$ cat src/rtl/rgb_pwm_pkg.sv
// Shared widths, channel slice positions and duty type for the RGB PWM driver.
package rgb_pwm_pkg;
  localparam int CH_W  = 8;
  localparam int RGB_W = 24;
  localparam int R_HI  = 23;
  localparam int R_LO  = 16;
  localparam int G_HI  = 15;
  localparam int G_LO  = 8;
  localparam int B_HI  = 7;
  localparam int B_LO  = 0;

  typedef logic [CH_W-1:0] duty_t;
endpackage

$ cat src/rtl/pwm_channel.sv
// One PWM channel: compares the shared period counter against this channel's
// active duty and registers the result.
module pwm_channel
  import rgb_pwm_pkg::*;
(
  input  logic  clk,
  input  logic  rst_n,
  input  duty_t cnt,
  input  duty_t duty,
  output logic  pwm
);

  logic pwm_q, pwm_d;

  // 0xFF must be fully on, which a plain cnt < duty compare cannot reach.
  always_comb begin
    pwm_d = (cnt < duty) | (duty == 8'hFF);
  end

  always_ff @(posedge clk or negedge rst_n) begin
    if (!rst_n) pwm_q <= 1'b0;
    else        pwm_q <= pwm_d;
  end

  assign pwm = pwm_q;

endmodule

$ cat src/rtl/rgb_pwm_driver.sv
// Three-channel RGB PWM driver: colours are staged on load and swapped into the
// active duty only at a period boundary so no period is ever torn.
module rgb_pwm_driver
  import rgb_pwm_pkg::*;
#(
  parameter int PRESCALE = 4
) (
  input  logic             clk,
  input  logic             rst_n,
  input  logic [RGB_W-1:0] rgb,
  input  logic             load,
  output logic             pending,
  output logic             frame_start,
  output logic             pwm_r,
  output logic             pwm_g,
  output logic             pwm_b
);

  localparam int PRE_W = (PRESCALE > 1) ? $clog2(PRESCALE) : 1;
  localparam logic [PRE_W-1:0] PRE_MAX = PRE_W'(PRESCALE - 1);

  logic [PRE_W-1:0] pre_q, pre_d;
  duty_t            cnt_q, cnt_d;
  logic [RGB_W-1:0] staged_q, staged_d;
  logic [RGB_W-1:0] duty_q, duty_d;
  logic             pending_q, pending_d;
  logic             fs_q;
  logic             tick, wrap;

  assign tick = (pre_q == PRE_MAX);
  assign wrap = tick & (cnt_q == 8'hFF);

  always_comb begin
    pre_d     = tick ? '0 : pre_q + PRE_W'(1);
    cnt_d     = tick ? cnt_q + 8'd1 : cnt_q;
    staged_d  = load ? rgb : staged_q;
    pending_d = pending_q | load;
    duty_d    = duty_q;
    // A load landing on the wrap cycle bypasses staging so it is not lost.
    if (wrap) begin
      pending_d = 1'b0;
      if (load)           duty_d = rgb;
      else if (pending_q) duty_d = staged_q;
    end
  end

  always_ff @(posedge clk or negedge rst_n) begin
    if (!rst_n) begin
      pre_q     <= '0;
      cnt_q     <= '0;
      staged_q  <= '0;
      duty_q    <= '0;
      pending_q <= 1'b0;
      fs_q      <= 1'b0;
    end else begin
      pre_q     <= pre_d;
      cnt_q     <= cnt_d;
      staged_q  <= staged_d;
      duty_q    <= duty_d;
      pending_q <= pending_d;
      fs_q      <= wrap;
    end
  end

  pwm_channel u_r (.clk(clk), .rst_n(rst_n), .cnt(cnt_q), .duty(duty_q[R_HI:R_LO]), .pwm(pwm_r));
  pwm_channel u_g (.clk(clk), .rst_n(rst_n), .cnt(cnt_q), .duty(duty_q[G_HI:G_LO]), .pwm(pwm_g));
  pwm_channel u_b (.clk(clk), .rst_n(rst_n), .cnt(cnt_q), .duty(duty_q[B_HI:B_LO]), .pwm(pwm_b));

  assign pending     = pending_q;
  assign frame_start = fs_q;

endmodule

$ cat config.mk
export PLATFORM = sky130hd
export DESIGN_NAME = rgb_pwm_driver
export DESIGN_NICKNAME = d
export VERILOG_FILES = /design/src/rtl/rgb_pwm_pkg.sv /design/src/rtl/pwm_channel.sv /design/src/rtl/rgb_pwm_driver.sv
export SDC_FILE = /design/constraint.sdc
export NUM_CORES = 1
export LEC_CHECK = 0
export CORE_MARGIN = 3
export CORE_UTILIZATION = 30
export DETAILED_ROUTE_END_ITERATION = 7
export PLACE_DENSITY = 0.49
export SETUP_SLACK_MARGIN = 0.3
export SLEW_MARGIN = 20
export SYNTH_ARGS = -nofsm -noshare
export SYNTH_HDL_FRONTEND = slang
export SYNTH_SLANG_ARGS = --single-unit
export TNS_END_PERCENT = 20
$ cat constraint.sdc
create_clock -name clk -period 1.8 [get_ports clk]
set_input_delay 0.36 -clock clk [delete_from_list [all_inputs] [get_ports clk]]
set_output_delay 0.36 -clock clk [all_outputs]
set_load 0.03 [all_outputs]
==> impl_results.md <==
* Worst Path Max Fanout at 1
* Req. time, crit path at approximately 1400 ps
* Synth top area cells: dfrtp_1, mux2_2, ha_1, inv_1, nand4_1
* Clk slew on worst S/H paths at ~70 ps
* FILL cells at ~900
* Cells after Synth at 222
* Sequential share of the synthesized area at ~54%
* Worst setup path category: reg2out
* Critical path buffers and inverters at 1
* Slew margin rel. at 76.0%
* EDFF count, synth at 0
* Achievable frequency at between 500 and 600 MHz
* Outcome: finished clean
* Yosys warns at 0
* Final period utilization at between 90% and 100%
* GR Util All Layers at 10.8%
* Routed wire length per instance at 13.3 microns
* CTS H-tree lvls at 3
* Utilization after layout at between 30% and 40%
* Max clock buf depth at 2
* ANT cells at 0
* Die Y at approximately 100 microns
* Placed cell area at about 3500 sq um
* Worst path arrival time at about 1300 ps
* Minimum clock period at 1670 ps
* Setup crit end kind: output port
* Distinct cell type count after synthesis at 24
* Core box area at 9330 sq um
* Leak Pwr at approximately 0.0017 uW
* Syn avg cell area at 13.1 sq um
* Vias in the first global route at between 1,500 and 2,000
* Pre-CTS setup slack at -108 ps
* Nets@finish at 323
* Crit path largest cell delay at about 660 ps
* First-pass GRT wire length at 9180 microns
* Post-route DRC at 0
* DRT Pass-1 Iters at 4
* Clk root buf: clkbuf_8
* Post-DP HPWL at 3850 microns
* CP Cell Sequence: clkdlybuf4s50_1
* Initial Util at 31.2%
* Skew-Pair Late Insertion Delay at 340 ps
* Unrepaired setup endpoints after global routing: true
* Top-area cell type share of the netlist area at between 50% and 60%
* Routed via count at approximately 1,800
* Mapped Area at about 2900 sq um
* CTS sink cnt at 63
* Placed cell count at between 300 and 400
* Post-route ant nets at 0
* Largest net degree at the start of global routing at 64
* Ys async rst share at 100%
* Most instantiated library cell after synthesis: dfrtp_1
* Setup TNS at 0 ps
* Crit path max-delay family: buffers and inverters
* CTS Hold Bufs at 0
* Worst vdd rail ir drop at 0.301 mV
* CTS tree: built
* Finished Cell Area at between 3000 and 4000 sq um
* Final WS setup at 128 ps
* Startpoint Class: flop
* Mapped Nets at around 270
* # IOs at 32
* Min-delay worst type: in2async
* Buffers on Ports at 31
* Final Max Tran Viols at 0
* Leading area contributor after synthesis: dfrtp_1
* 1st-iter DRT viols at between 40 and 50
* Post-Route WL at approximately 5400 microns
* Synth Flop Type: dfrtp_1
* Final setup fails at 0
* Top cells by count, synth: dfrtp_1, mux2_2, inv_1, ha_1, nand4_1
* Gr ovfl total at 0
* Fin. Hold Viols at 0
* Initial antenna violation count at 0
* Vias/cell at approximately 4.5
* Post-Layout Cell Count at approximately 410
* Die Wd at ~100 microns
* Power Dens Cells at around 840 nW/um^2
* Overall die area at ~11,000 sq um
* Max Cap Violations at 0
* Area grow syn2layout at 27.5%
* Least-Margin Pin Slew at 356 ps
* Register bit total from synthesis at between 60 and 70
* Clock skew at slightly below 5 ps
* Critical Path Slowest Stage Cell: clkdlybuf4s50_1
* CTS Buf Count at 9
* Share of cells above drive strength 1 at between 30% and 40%
* Site Rows at 35
* Final RePlAce weighted congestion at a little over 0.7
-- what timing repair did --
item	4_1_cts	5_1_grt
pin swaps	0	1
setup buffers	0	1
setup endpoints to repair	31	29
resized for setup	4	6
gates cloned	0	0
-- routing by layer --
metal / wire (microns) / global-route usage (%)
met3: 208 / 3.60
met5: 0 / 0
met1: 2630 / 14.1
met4: 97 / 5.41
met2: 2490 / 16.0
-- per-stage QoR --
step	hold WS, ps	power (uW)
final	20.4	3100
after detailed placement	405	1830
after global placement	403	1830
after floorplan	64.4	1690
after global routing	34.9	3250
after CTS	27.5	3160
-- final timing paths --
path	cells after the start	endpoint	from	slack, ps
setup / recovery	1	pwm_b	u_b.pwm	130
hold / removal	2	staged_q[4]	rst_n	20
setup reg to reg	6	duty_q[6]	pre_q[0]	140
hold reg to reg	1	pre_q[0]	pre_q[0]	440
max in group asynchronous	2	staged_q[13]	rst_n	1490
min in group clk	1	pre_q[0]	pre_q[0]	440
-- power by group --
| part | leakage [uW] | switching (uW) | internal [uW] |
|---|---|---|---|
| registers | 0.000787 | 31.8 | 1500 |
| logic | 0.000757 | 119 | 152 |
| clock network | 0.000108 | 521 | 783 |
-- sequential cells by signal, summed over array words and instances (netlist names) --
signal / flops
cnt_q: 8
duty_q: 24
frame_start: 1
pending: 1
pre_q: 2
staged_q: 24
u_b.pwm: 1
u_g.pwm: 1
u_r.pwm: 1
-- cell usage in the layout (no fill, tap or decap), drive strengths merged, types with 3 or more instances in the layout --
cell type	synthesis	final
a21oi	3	3
a221oi	3	3
buf	4	15
clkbuf	1	13
clkdlybuf4s50	0	27
dfrtp	63	63
dlygate4sd2	0	3
ha	23	23
inv	27	27
mux2	49	49
nand2	4	4
nand3	3	3
nand4	9	9
nor2	6	6
nor2b	3	3
nor3	4	4
o21ai	6	6
o22a	3	3
o41ai	3	3
xnor2	4	4
xor2	3	3
-- cell families after synthesis --
kind of cell	count (synthesis)	share of synthesized area, %
AO/OA/AOI/OAI	18	4.25
buffers and inverters	32	4.73
adder cells (fa/ha/maj)	23	9.88
AND/OR/NAND/NOR	30	5.93
XOR/XNOR	7	2.11
flip-flops	63	54.1
multiplexers	49	19.0
-- cell type report --
type | count | area, sq um | area share (%)
clock buffer | 13 | 179 | 4.82
clock inverter | 2 | 37.5 | 1.01
inverter | 27 | 101 | 2.73
multi-input combinational | 127 | 1230 | 33.1
sequential | 63 | 1580 | 42.5
tap | 129 | 161 | 4.35
timing repair buffer | 45 | 427 | 11.5
No activity file was read; power rests on OpenSTA's default activity.
